===== config.mk =====
export PLATFORM = sky130hd
export DESIGN_NAME = ifetch_queue
export DESIGN_NICKNAME = d
export VERILOG_FILES = /design/src/rtl/ifetch_queue.sv
export SDC_FILE = /design/constraint.sdc
export NUM_CORES = 1
export LEC_CHECK = 0
export CORE_UTILIZATION = 35
export CTS_CLUSTER_SIZE = 28
export DETAILED_ROUTE_END_ITERATION = 12
export GPL_ROUTABILITY_DRIVEN = 0
export GPL_TIMING_DRIVEN = 0
export PLACE_DENSITY = 0.58
export RECOVER_POWER = 100
export SETUP_SLACK_MARGIN = 0.1
export SYNTH_ARGS = -nofsm -noshare
export SYNTH_HDL_FRONTEND = slang
export SYNTH_SLANG_ARGS = --single-unit

===== constraint.sdc =====
create_clock -name clk -period 9.65 [get_ports clk]
set_input_delay 0.965 -clock clk [delete_from_list [all_inputs] [get_ports clk]]
set_output_delay 0.965 -clock clk [all_outputs]
set_load 0.01 [all_outputs]

===== src/rtl/ifetch_queue.sv =====
// Instruction fetch front end: a single-outstanding icache requester feeding
// an in-order instruction queue that the decoder drains.
//
// state | meaning
// ------+----------------------------------------------------------------
// IDLE  | no request outstanding
// WAIT  | request to icache_addr outstanding, response will be enqueued
// DROP  | stale request outstanding after a redirect, response discarded
module ifetch_queue #(
  parameter int                 ADDR_W   = 32,
  parameter int                 INSTR_W  = 32,
  parameter int                 DEPTH    = 8,
  parameter logic [ADDR_W-1:0]  RESET_PC = '0
) (
  input  logic                        clk,
  input  logic                        rst,
  input  logic                        rdy,
  input  logic                        redirect_valid,
  input  logic [ADDR_W-1:0]           redirect_pc,
  output logic                        icache_req,
  output logic [ADDR_W-1:0]           icache_addr,
  input  logic                        icache_valid,
  input  logic [INSTR_W-1:0]          icache_instr,
  input  logic                        pred_taken,
  input  logic [ADDR_W-1:0]           pred_target,
  output logic                        dec_valid,
  input  logic                        dec_ready,
  output logic [INSTR_W-1:0]          dec_instr,
  output logic [ADDR_W-1:0]           dec_pc,
  output logic                        dec_pred_taken,
  output logic [$clog2(DEPTH):0]      queue_count
);

  localparam int PTR_W = $clog2(DEPTH);
  localparam int CNT_W = PTR_W + 1;
  localparam logic [CNT_W-1:0] DEPTH_C = CNT_W'(DEPTH);

  typedef enum logic [1:0] {
    S_IDLE = 2'd0,
    S_WAIT = 2'd1,
    S_DROP = 2'd2
  } state_t;

  state_t              state_q, state_d;
  logic [ADDR_W-1:0]   pc_q, pc_d;
  logic                req_q, req_d;
  logic [ADDR_W-1:0]   addr_q, addr_d;

  logic [INSTR_W-1:0]  mem_instr [DEPTH];
  logic [ADDR_W-1:0]   mem_pc    [DEPTH];
  logic                mem_pt    [DEPTH];
  logic [PTR_W-1:0]    wr_ptr_q, rd_ptr_q;
  logic [CNT_W-1:0]    count_q;

  logic                deq_req;
  logic                do_enq, do_deq, flush;
  logic [CNT_W-1:0]    cnt_less_deq, cnt_after_enq;
  logic [ADDR_W-1:0]   next_pc;

  assign deq_req        = dec_valid & dec_ready;
  assign dec_valid      = (count_q != '0);
  assign dec_instr      = mem_instr[rd_ptr_q];
  assign dec_pc         = mem_pc[rd_ptr_q];
  assign dec_pred_taken = mem_pt[rd_ptr_q];
  assign queue_count    = count_q;
  assign icache_req     = req_q;
  assign icache_addr    = addr_q;

  // Next-state, fetch pc and queue-operation decode; redirect beats everything.
  always_comb begin
    state_d       = state_q;
    pc_d          = pc_q;
    req_d         = req_q;
    addr_d        = addr_q;
    do_enq        = 1'b0;
    do_deq        = 1'b0;
    flush         = 1'b0;
    // Reservation counts the slot freed by a same-cycle dequeue, and in the
    // back-to-back case also the slot taken by the response arriving now.
    cnt_less_deq  = count_q - {{(CNT_W-1){1'b0}}, deq_req};
    cnt_after_enq = cnt_less_deq + {{(CNT_W-1){1'b0}}, 1'b1};
    next_pc       = pred_taken ? pred_target : pc_q + ADDR_W'(4);
    if (rdy) begin
      if (redirect_valid) begin
        flush = 1'b1;
        pc_d  = redirect_pc;
        case (state_q)
          S_WAIT: begin
            if (icache_valid) begin
              state_d = S_IDLE;
              req_d   = 1'b0;
            end else begin
              state_d = S_DROP;
            end
          end
          // A response arriving together with the redirect still retires the
          // stale request; waiting for another one would never complete.
          S_DROP: begin
            if (icache_valid) begin
              state_d = S_IDLE;
              req_d   = 1'b0;
            end
          end
          default: begin
            state_d = S_IDLE;
            req_d   = 1'b0;
          end
        endcase
      end else begin
        do_deq = deq_req;
        case (state_q)
          S_IDLE: begin
            if (cnt_less_deq < DEPTH_C) begin
              state_d = S_WAIT;
              req_d   = 1'b1;
              addr_d  = pc_q;
            end
          end
          S_WAIT: begin
            if (icache_valid) begin
              do_enq = 1'b1;
              pc_d   = next_pc;
              if (cnt_after_enq < DEPTH_C) begin
                addr_d = next_pc;
              end else begin
                state_d = S_IDLE;
                req_d   = 1'b0;
              end
            end
          end
          S_DROP: begin
            if (icache_valid) begin
              state_d = S_IDLE;
              req_d   = 1'b0;
            end
          end
          default: begin
            state_d = S_IDLE;
            req_d   = 1'b0;
          end
        endcase
      end
    end
  end

  // FSM, fetch pc and request registers.
  always_ff @(posedge clk) begin
    if (rst) begin
      state_q <= S_IDLE;
      pc_q    <= RESET_PC;
      req_q   <= 1'b0;
      addr_q  <= '0;
    end else begin
      state_q <= state_d;
      pc_q    <= pc_d;
      req_q   <= req_d;
      addr_q  <= addr_d;
    end
  end

  // Queue storage, pointers and occupancy; a flush empties it in one cycle.
  always_ff @(posedge clk) begin
    if (rst) begin
      for (int i = 0; i < DEPTH; i++) begin
        mem_instr[i] <= '0;
        mem_pc[i]    <= '0;
        mem_pt[i]    <= 1'b0;
      end
      wr_ptr_q <= '0;
      rd_ptr_q <= '0;
      count_q  <= '0;
    end else if (flush) begin
      wr_ptr_q <= '0;
      rd_ptr_q <= '0;
      count_q  <= '0;
    end else begin
      if (do_enq) begin
        mem_instr[wr_ptr_q] <= icache_instr;
        mem_pc[wr_ptr_q]    <= addr_q;
        mem_pt[wr_ptr_q]    <= pred_taken;
        wr_ptr_q            <= wr_ptr_q + PTR_W'(1);
      end
      if (do_deq) begin
        rd_ptr_q <= rd_ptr_q + PTR_W'(1);
      end
      if (do_enq && !do_deq) begin
        count_q <= count_q + CNT_W'(1);
      end else if (!do_enq && do_deq) begin
        count_q <= count_q - CNT_W'(1);
      end
    end
  end

endmodule


# Word-level counts from Yosys, hierarchy flattened
# Memory sizes are Yosys's and may differ from the RTL's. A register that Yosys moved wholly into a read port is not among the register bits.
# Cells that the tools add are included.
# word_totals
ff_bits	77
ramBits	520
input_bits	103
output_inout_bits	103
word_cells	101
mem_count	3
# op_classes
addsub	7
magnitude_cmp	2
eq_ne	8
n_mux	54
bitwise	2
reduce_logical	18
# memory_table
name	depth	width	rd	rd_clocked_by_memory_dff	write_ports	line	source
mem_instr	8	32	1	1	8	49	logic [INSTR_W-1:0] mem_instr [DEPTH];
mem_pc	8	32	1	1	8	50	logic [ADDR_W-1:0] mem_pc [DEPTH];
mem_pt	8	1	1	1	8	51	logic mem_pt [DEPTH];
# op_table
op	n
$mux W32	9
$pmux W32 S2	1
$reduce_or A32 Y1	2
$add A32 B3 Y32 const B	1
$mux W3	9
$mux W1	24
$mux W2	6
$ne A3 B3 Y1 const B	3
$add A4 B1 Y4 const B	2
$lt A4 B4 Y1 const B	2
$mux W4	2
$reduce_bool A2 Y1	4
$add A3 B1 Y3 const B	2
$ne A2 B2 Y1 const B	3
$pmux W2 S3	1
$reduce_and A6 Y1	1
$pmux W2 S2	1
$reduce_and A4 Y1	1
$reduce_bool A4 Y1	1
$reduce_or A2 Y1	2
$sub A4 B1 Y4	1
$sub A4 B1 Y4 const B	1
$pmux W1 S3	1
$reduce_and A3 Y1	1
8 further kinds	10

# Depth between registers and ports, before layout
# Gate-level depths: netlist of the first run.
# logic_depth
ltp_word	10
mapped_depth	13
depth_no_buf	12

# Least setup slack after synthesis of the first run
# No wires, ideal clock.
# synth_path
path_type	input to register
start	input port rdy
end	memory mem_instr[3][0] (enable)
setup_time_ns	0.578
arrival_time_ns	6.404
t_required_ns	9.072
setup_slack_ns	2.668
cell_stages	7
n_path_buf	3
path_cell_list	buf_2 and2b_1 and2_1 buf_4 nand3_1 clkbuf_1 o21ai_0
# synth_rtl
element	line	source
from (decl)	17	input logic rdy,
to (decl)	49	

==> flow_metrics.env, run 1 <==
export IMPL_switching_share_pct=22.6
export IMPL_skew_ps=20.7
export IMPL_combPwrFrac_pct=6.4
export IMPL_cts_root_buf="clkbuf_16"
export IMPL_violations="capacitance limit, slew limit"
export IMPL_cts_tree="done"
export IMPL_seq_power_share_pct=50.4
export IMPL_hold_class="reg2reg"
export IMPL_drcViolationCount=0
export IMPL_ir_drop_uv=112
export IMPL_vias=18170
export IMPL_yosys_area_share_simple_pct=16.3
export IMPL_synth_top_family_by_area="simple AND/OR/NAND/NOR gates"
export IMPL_final_setup_tns_ps=0
export IMPL_die_h_um=285
export IMPL_synth_fa_ha_area_share_pct=0.562
export IMPL_relSlewSlack_pct=-114
export IMPL_slew_violations=199
export IMPL_ios=206
export IMPL_synthesis_area_mm2=0.0281
export IMPL_cts_path_max_buffers=3
export IMPL_grt_use_total_pct=20.0
export IMPL_hpwl_um=54300
export IMPL_ctsResizeCount=0
export IMPL_synth_compound_area_share_pct=5.04
export IMPL_switching_power_mw=1.33
export IMPL_cts_hold_buf=0
export IMPL_post_cts_setup_buffers=0
export IMPL_clkSlewWorstSetupHoldPaths_ps=60
export IMPL_ys_types=67
export IMPL_grt_first_pass_wirelength_um=121000
export IMPL_port_buffers=203
export IMPL_initial_core_util_pct=35.4
export IMPL_rows=103
export IMPL_cp_data_arrival_time_ps=6660
export IMPL_setup_violations=0
export IMPL_ys_async_sr_fraction_pct=0
export IMPL_syn_area_per_cell_um2=13.9
export IMPL_endpoint_kind="flop"
export IMPL_die_w_um=285
export IMPL_wl_per_cell_um=23.9
export IMPL_cts_made_buffers=68
export IMPL_synth_cells=2024
export IMPL_post_route_min_period_ps=6460
export IMPL_first_pass_iters=6
export IMPL_layout_nets=2426
export IMPL_grt_pass1_vias=18702
export IMPL_cp_start_kind="primary input"
export IMPL_crit_path_max_fanout=20
export IMPL_tightest_slew_ps=3210
export IMPL_hold_viol=0
export IMPL_ant_nets=0
export IMPL_period_share_pct=67.0
export IMPL_synth_area_leaders="edfxtp_1 56%, and2_1 12%, mux4_2 10%"
export IMPL_clock_sinks=600
export IMPL_syn_nets=2139
export IMPL_coreArea_mm2=0.0791
export IMPL_yosysSeqAreaShare_pct=61.4
export IMPL_via_per_inst=5.33
export IMPL_synth_xor_area_share_pct=0.562
export IMPL_synth_flop_cell="edfxtp_1"
export IMPL_syn_to_final_growth_pct=20.3
export IMPL_fillers=7287
export IMPL_htreeDepth=3
export IMPL_reg2reg_setup_slack_ps=3600
export IMPL_maxCapViolations=10
export IMPL_rsz0062_at_grt="no"
export IMPL_final_util_pct=42.6
export IMPL_worstSetupPathType="in2reg"
export IMPL_drive_above_1_share_pct=13.5
export IMPL_whs_path_depth=2
export IMPL_clkPwrFrac_pct=43.2
export IMPL_p_leak_nw=11.6
export IMPL_synth_edff_count=520
export IMPL_internal_power_mw=4.55
export IMPL_drt_iter0_drc=1715
export IMPL_antenna_found_initial=1
export IMPL_num_antenna_cells=0
export IMPL_grt_ovfl_total=0
export IMPL_routed_wl_um=81500
export IMPL_worstRegToRegCells=10
export IMPL_synth_common_cells="520 x and2_1, 520 x edfxtp_1, 130 x mux4_2, 120 x clkbuf_1, 80 x dfxtp_1"
export IMPL_critPathRequiredTime_ps=9840
export IMPL_synth_ff_latch_count=600
export IMPL_synth_area_mux_share_pct=13.7
export IMPL_synth_warnings=0
export IMPL_yosysTopAreaCell="edfxtp_1"
export IMPL_yosys_area_top_type_share_pct=55.7
export IMPL_clock_fmax_mhz=155
export IMPL_fp_dieArea_mm2=0.0813
export IMPL_grt_max_degree=44
export IMPL_status="complete, but fails checks"
export IMPL_clkLatencyLatePin_ps=600
export IMPL_power_density_mw_per_mm2=174
==> placed cells by master, fill, tap and decap left out, drive strengths merged, types with 10 or more instances in the layout <==
master | Yosys | final
mux2 | 66 | 66
a211oi | 12 | 12
mux2i | 18 | 18
mux4 | 130 | 130
clkbuf | 120 | 226
and3 | 17 | 17
o21ai | 55 | 55
clkdlybuf4s50 | 0 | 105
ha | 11 | 11
inv | 14 | 16
dfxtp | 80 | 80
edfxtp | 520 | 520
nand4 | 16 | 16
nor3 | 22 | 22
nor2 | 79 | 79
clkinv | 2 | 27
buf | 33 | 23
nand3 | 18 | 18
nor4 | 12 | 12
dlygate4sd3 | 0 | 98
nand2 | 67 | 67
and2 | 520 | 520
xnor2 | 10 | 10
a21oi | 68 | 68
==> worst paths after layout <==
check                     startpoint                          end
min             pc_q[0]$_SDFFE_PP0P_         pc_q[0]$_SDFFE_PP0P_
max reg2reg  state_q[1]$_SDFFE_PP0P_  mem_pc[3][26]$_SDFFCE_PN0P_
max                   redirect_valid  mem_pc[3][26]$_SDFFCE_PN0P_
min reg2reg     pc_q[0]$_SDFFE_PP0P_         pc_q[0]$_SDFFE_PP0P_
==> critical path, cell delays in order <==
cell	delay, ps
dlygate4sd3_1	580
and2b_1	280
and2_0	140
clkbuf_1	560
nand3_1	180
clkbuf_1	250
o21ai_0	1480
clkbuf_1	1110
clkbuf_1	1080
==> flip-flops by register name, indices dropped and copies added (netlist names), named ones only <==
register     count
state_q          2
queue_count      4
pc_q            32
mem_instr      256
mem_pt           8
rd_ptr_q         3
mem_pc         256
wr_ptr_q         3
icache_addr     32
icache_req       1
==> area by class of cell <==
class                   instances  area, um2  area share (%)
well taps                    1050       1310            3.89
clock buffers                  82       1830            5.42
clock inverters                36        339            1.01
repair buffers                217       2240            6.63
flip-flops and latches        600      17200            51.0
multi-input cells            1255      10100            30.1
plain buffers                 153        589            1.75
inverters                      16       60.1           0.178
==> through the flow <==
stage	area, um2	worst slack [ps]	hold WS, ps	total power [mW]	std cells
global placement	31400	-3240	461	3.40	3277
floorplan	28100	2670	444	3.18	2024
CTS	33900	4630	480	5.94	3409
detailed placement	31800	4710	472	3.41	3291
finish	33700	3190	478	5.88	3409
global route	33700	2840	504	6.05	3409
==> kinds of logic after synthesis <==
kind of cell	after synthesis
buf+inv	169
mux	214
xor+xnor	18
flops	600
compound gates	222
fa+ha+maj	12
simple gates	789
==> power by group through the flow <==
stage | sequential (mW) | combinational, mW | clock [mW]
detailed placement | 3.02 | 0.393 | 0
floorplan | 3.00 | 0.182 | 0
global route | 2.98 | 0.401 | 2.67
CTS | 2.96 | 0.394 | 2.58
finish | 2.96 | 0.376 | 2.54
global placement | 3.03 | 0.373 | 0
==> routing by layer <==
layer | vias up | GRT usage, % | routed length [um]
met5 | - | 0 | 0
met4 | 0 | 6.23 | 2490
met3 | 187 | 3.94 | 5510
met2 | 738 | 34.2 | 40000
met1 | 9156 | 25.5 | 33400
li1 | 8089 | - | -
(Power assumes the default switching activity.)
==> run 2, diff against run 1 <==
==> constraint.sdc (replaced) <==
create_clock -name clk -period 6.6 [get_ports clk]
set_input_delay 0.66 -clock clk [delete_from_list [all_inputs] [get_ports clk]]
set_output_delay 0.66 -clock clk [all_outputs]
set_load 0.01 [all_outputs]
==> flow_metrics.env, run 2 (synthesized netlist as in run 1, its figures left out) <==
export IMPL_status="complete, but fails checks"
export IMPL_violations="capacitance limit, slew limit"
export IMPL_vias=18065
export IMPL_clkLatencyLatePin_ps=610
export IMPL_reg_largest_list="mem_instr: 256 flops, mem_pc: 256 flops"
export IMPL_worstRegToRegCells=10
export IMPL_cts_root_buf="clkbuf_16"
export IMPL_grt_pass1_vias=18702
export IMPL_cts_tree="done"
export IMPL_hpwl_um=54300
export IMPL_antenna_found_initial=1
export IMPL_skew_ps=20.0
export IMPL_drt_iter0_drc=1542
export IMPL_drcViolationCount=0
export IMPL_period_share_pct=82.5
export IMPL_drive_above_1_share_pct=13.7
export IMPL_post_cts_setup_buffers=0
export IMPL_path_cells="dlygate4sd3_1 -> and2b_1 -> and2_0 -> clkbuf_1 -> nand3_1 -> clkbuf_1 -> o21ai_4 -> clkbuf_1 -> clkbuf_1"
export IMPL_htreeDepth=3
export IMPL_worstSetupPathType="in2reg"
export IMPL_hold_end="pc_q[0]$_SDFFE_PP0P_"
export IMPL_ios=206
export IMPL_cts_hold_buf=0
export IMPL_hold_class="reg2reg"
export IMPL_cpMostUsedCell="clkbuf_1"
export IMPL_coreArea_mm2=0.0791
export IMPL_rsz0062_at_grt="no"
export IMPL_endpoint_kind="flop"
export IMPL_rows=103
export IMPL_final_cell_count_no_fill=3409
export IMPL_die_h_um=285
export IMPL_cp_data_arrival_time_ps=5640
export IMPL_cts_path_max_buffers=3
export IMPL_hold_viol=0
export IMPL_tightest_slew_ps=1920
export IMPL_layout_nets=2426
export IMPL_syn_to_final_growth_pct=20.1
export IMPL_reg2reg_setup_slack_ps=1230
export IMPL_cpLargestDelayFamily="buffers and inverters"
export IMPL_setup_violations=0
export IMPL_r2r_start="state_q[1]$_SDFFE_PP0P_"
export IMPL_port_buffers=203
export IMPL_crit_slowest_cell="clkbuf_1"
export IMPL_clock_fmax_mhz=184
export IMPL_critPathBufInv=5
export IMPL_first_pass_iters=6
export IMPL_clock_sinks=600
export IMPL_max_stage_delay_ps=1150
export IMPL_die_w_um=285
export IMPL_post_route_min_period_ps=5450
export IMPL_power_density_mw_per_mm2=255
export IMPL_cp_start_kind="primary input"
export IMPL_grt_use_total_pct=20.0
export IMPL_ir_drop_uv=165
export IMPL_maxCapViolations=6
export IMPL_final_common_cell="edfxtp_1"
export IMPL_grt_first_pass_wirelength_um=121000
export IMPL_wl_per_cell_um=23.8
export IMPL_grt_ovfl_total=0
export IMPL_relSlewSlack_pct=-28.2
export IMPL_slew_violations=180
export IMPL_ctsResizeCount=0
export IMPL_hold_start="pc_q[0]$_SDFFE_PP0P_"
export IMPL_final_cell_mix="520 x edfxtp_1, 270 x and2_0, 250 x and2_1"
export IMPL_final_util_pct=42.6
export IMPL_r2r_end="mem_pc[7][23]$_SDFFCE_PN0P_"
export IMPL_via_per_inst=5.30
export IMPL_ant_nets=0
export IMPL_cts_made_buffers=68
export IMPL_grt_max_degree=44
export IMPL_p_leak_nw=11.6
export IMPL_initial_core_util_pct=35.4
export IMPL_crit_path_max_fanout=18
export IMPL_whs_path_depth=2
export IMPL_fillers=7292
export IMPL_routed_wl_um=81300
export IMPL_dp_cells=3291
export IMPL_clkSlewWorstSetupHoldPaths_ps=60
export IMPL_num_antenna_cells=0
export IMPL_critPathRequiredTime_ps=6790
export IMPL_fp_dieArea_mm2=0.0813
run 2: final cells by class:
class | count | area (um2) | share of cell area (%)
Sequential cell | 600 | 17200 | 51.1
Multi-Input combinational cell | 1255 | 10200 | 30.2
Timing Repair Buffer | 217 | 2150 | 6.39
Clock buffer | 82 | 1830 | 5.43
Tap cell | 1050 | 1310 | 3.90
Buffer | 153 | 589 | 1.75
Clock inverter | 36 | 339 | 1.01
Inverter | 16 | 60.1 | 0.178
run 2: report_power, final:
group	internal (mW)	leakage, nW	switching (mW)
clock network	2.17	1.05	1.54
logic	0.222	4.55	0.321
registers	4.25	6.02	0.0859
total	6.64	11.6	1.94
run 2: metal layers:
| metal | up-vias | global-route usage (%) | routed length [um] |
|---|---|---|---|
| met4 | 0 | 6.23 | 2560 |
| met2 | 722 | 34.2 | 40000 |
| met3 | 183 | 3.94 | 5680 |
| met5 | - | 0 | 0 |
| li1 | 8084 | - | - |
| met1 | 9076 | 25.5 | 33000 |
run 2: worst register-to-register path: stages, from the launching register on:
cell	delay [ps]
dfxtp_1	330
inv_1	90
ha_1	220
and2_0	190
and2_0	130
clkbuf_1	560
nand3_1	190
clkbuf_1	300
o21ai_4	650
clkbuf_1	1110
clkbuf_1	1150
run 2: how the worst max path moves through the flow:
stage                              start                        endpoint  cells past startpoint  slack, ps
after floorplan                      rdy   mem_instr[3][0]$_SDFFCE_PN0P_                      7        -80
after global placement      icache_valid   mem_instr[7][2]$_SDFFCE_PN0P_                      7      -5990
after detailed placement    icache_valid  mem_instr[0][22]$_SDFFCE_PN0P_                      9       1970
after CTS                           flop                   dec_instr[11]                      6       1890
after global routing      redirect_valid  mem_instr[0][25]$_SDFFCE_PN0P_                      9        910
final                     redirect_valid     mem_pc[7][23]$_SDFFCE_PN0P_                      9       1150
run 2: metrics by stage:
stage / instance area (um2) / setup TNS, ps / hold WS (ps) / setup WS, ps / power [mW]
finish: 33700 / 0 / 476 / 1150 / 8.59
global route: 33700 / 0 / 473 / 907 / 8.84
CTS: 33900 / 0 / 450 / 1890 / 8.68
detailed placement: 31800 / 0 / 472 / 1970 / 4.98
global placement: 31400 / -1123350 / 461 / -5990 / 4.97
floorplan: 28100 / -14930 / 444 / -76.6 / 4.65
==> run 3, diff against run 2 <==
--- a/config.mk
+++ b/config.mk
@@ -10,7 +10,7 @@
 export DETAILED_ROUTE_END_ITERATION = 12
 export GPL_ROUTABILITY_DRIVEN = 0
 export GPL_TIMING_DRIVEN = 0
-export PLACE_DENSITY = 0.58
+export PLACE_DENSITY = 0.6
 export RECOVER_POWER = 100
 export SETUP_SLACK_MARGIN = 0.1
 export SYNTH_ARGS = -nofsm -noshare
==> constraint.sdc (replaced) <==
create_clock -name clk -period 4.76 [get_ports clk]
set_input_delay 0.476 -clock clk [delete_from_list [all_inputs] [get_ports clk]]
set_output_delay 0.476 -clock clk [all_outputs]
set_load 0.01 [all_outputs]
==> flow_metrics.env, run 3 (synthesized netlist as in run 1, its figures left out) <==
export IMPL_die_h_um=285
export IMPL_r2r_end="mem_instr[4][25]$_SDFFCE_PN0P_"
export IMPL_via_per_inst=5.36
export IMPL_maxCapViolations=3
export IMPL_cpMostUsedCell="clkbuf_1"
export IMPL_routed_wl_um=81400
export IMPL_relSlewSlack_pct=-22.0
export IMPL_ant_nets=0
export IMPL_clkLatencyLatePin_ps=610
export IMPL_vias=18297
export IMPL_cpLargestDelayFamily="buffers and inverters"
export IMPL_critPathBufInv=4
export IMPL_cp_num_cells=6
export IMPL_grt_use_total_pct=20.0
export IMPL_ir_drop_uv=240
export IMPL_p_leak_nw=11.6
export IMPL_grt_first_pass_wirelength_um=121000
export IMPL_post_route_min_period_ps=4500
export IMPL_syn_to_final_growth_pct=19.9
export IMPL_initial_core_util_pct=35.4
export IMPL_first_pass_iters=6
export IMPL_rows=103
export IMPL_grt_pass1_vias=18744
export IMPL_drt_iter0_drc=1708
export IMPL_cts_path_max_buffers=3
export IMPL_period_share_pct=94.5
export IMPL_cp_start_kind="flop"
export IMPL_cts_hold_buf=0
export IMPL_grt_ovfl_total=0
export IMPL_coreArea_mm2=0.0791
export IMPL_cp_data_arrival_time_ps=4020
export IMPL_hpwl_um=54100
export IMPL_endpoint_kind="output port"
export IMPL_path_cells="clkbuf_1 -> clkbuf_1 -> clkbuf_1 -> mux4_2 -> mux2_2 -> dlygate4sd3_1"
export IMPL_power_density_mw_per_mm2=350
export IMPL_port_buffers=203
export IMPL_slew_violations=30
export IMPL_drcViolationCount=0
export IMPL_fin_total_pwr_mw=11.8
export IMPL_crit_slowest_cell="clkbuf_1"
export IMPL_reg2reg_setup_slack_ps=330
export IMPL_cp_endpoint="dec_instr[20]"
export IMPL_die_w_um=285
export IMPL_cts_tree="done"
export IMPL_fp_dieArea_mm2=0.0813
export IMPL_tightest_slew_ps=1820
export IMPL_skew_ps=17.0
export IMPL_cts_made_buffers=68
export IMPL_ios=206
export IMPL_cts_root_buf="clkbuf_16"
export IMPL_dp_cells=3293
export IMPL_final_cell_count_no_fill=3413
export IMPL_clkSlewWorstSetupHoldPaths_ps=60
export IMPL_rsz0062_at_grt="no"
export IMPL_critPathRequiredTime_ps=4280
export IMPL_clock_fmax_mhz=222
export IMPL_reg_largest_list="mem_instr: 256 flops, mem_pc: 256 flops"
export IMPL_worstSetupPathType="reg2out"
export IMPL_violations="capacitance limit, slew limit"
export IMPL_setup_violations=0
export IMPL_wl_per_cell_um=23.9
export IMPL_final_common_cell="edfxtp_1"
export IMPL_final_cell_mix="520 x edfxtp_1, 265 x and2_1, 255 x and2_0"
export IMPL_htreeDepth=3
export IMPL_crit_path_max_fanout=10
export IMPL_antenna_found_initial=1
export IMPL_hold_class="in2reg"
export IMPL_post_cts_setup_buffers=0
export IMPL_worstRegToRegCells=10
export IMPL_max_stage_delay_ps=810
export IMPL_grt_max_degree=49
export IMPL_hold_worst_slack_ps=321
export IMPL_hold_viol=0
export IMPL_r2r_start="state_q[1]$_SDFFE_PP0P_"
export IMPL_ctsResizeCount=0
export IMPL_clock_sinks=600
export IMPL_status="complete, but fails checks"
export IMPL_drive_above_1_share_pct=13.9
export IMPL_layout_nets=2428
-- run 3: cell count changes in the layout (fill, tap and decap cells not counted), sizes merged --
| cell | delta |
|---|---|
| clkdlybuf4s50 | +10 |
| dlygate4sd3 | -10 |
| clkinv | +8 |
| buf | +4 |
| clkbuf | -4 |
| clkinvlp | -3 |
| bufinv | -2 |
| diode | +1 |
-- run 3: where the power goes --
group | internal [mW] | leakage [nW] | switching [mW] | total, mW
sequential | 5.89 | 6.02 | 0.120 | 6.01
combinational | 0.315 | 4.59 | 0.449 | 0.764
clock | 2.88 | 1.03 | 2.12 | 5.00
-- run 3: layout make-up --
class	count	area, um2
diodes	1	2.50
repair buffers	219	2220
flip-flops and latches	600	17200
plain buffers	153	606
clock inverters	39	270
well taps	1050	1310
inverters	16	60.1
clock buffers	80	1810
multi-input cells	1255	10100
fillers	7252	45500
-- run 3: how the worst min path moves through the flow --
stage,from,end,depth (start not counted)
final,rdy,queue_count[3]$_SDFFE_PP0P_,4
after detailed placement,pc_q[1]$_SDFFE_PP0P_,pc_q[1]$_SDFFE_PP0P_,2
after global routing,rdy,pc_q[18]$_SDFFE_PP0P_,3
after global placement,pc_q[0]$_SDFFE_PP0P_,pc_q[0]$_SDFFE_PP0P_,2
after floorplan,pc_q[0]$_SDFFE_PP0P_,pc_q[0]$_SDFFE_PP0P_,2
after CTS,rdy,queue_count[3]$_SDFFE_PP0P_,4
-- run 3: worst reg2reg max path, cell delays in order (launching register included) --
cell and delay [ps]:
dfxtp_1 330, inv_1 90, ha_1 220, and2_0 200, and2_1 140, buf_4 210
nand2_1 310, nor3_1 330, clkbuf_1 660, or2_2 1140, buf_6 460
-- run 3: stage by stage --
step	setup slack, ps	TNS, ps	utilization (%)	instance area (um2)
finish	263	0	42.5	33600
floorplan	22.1	0	-	28100
CTS	225	0	42.9	33900
detailed placement	361	0	40.3	31900
global placement	-3880	-821630	39.7	31400
global route	69.1	0	42.5	33600
-- run 3: per-layer routing --
metal	GRT usage (%)	part of all wire, %	wire, um
met5	0	0	0
met3	3.74	7.6	6180
met2	33.6	49	39500
met1	26.2	41	33500
met4	6.08	2.8	2250
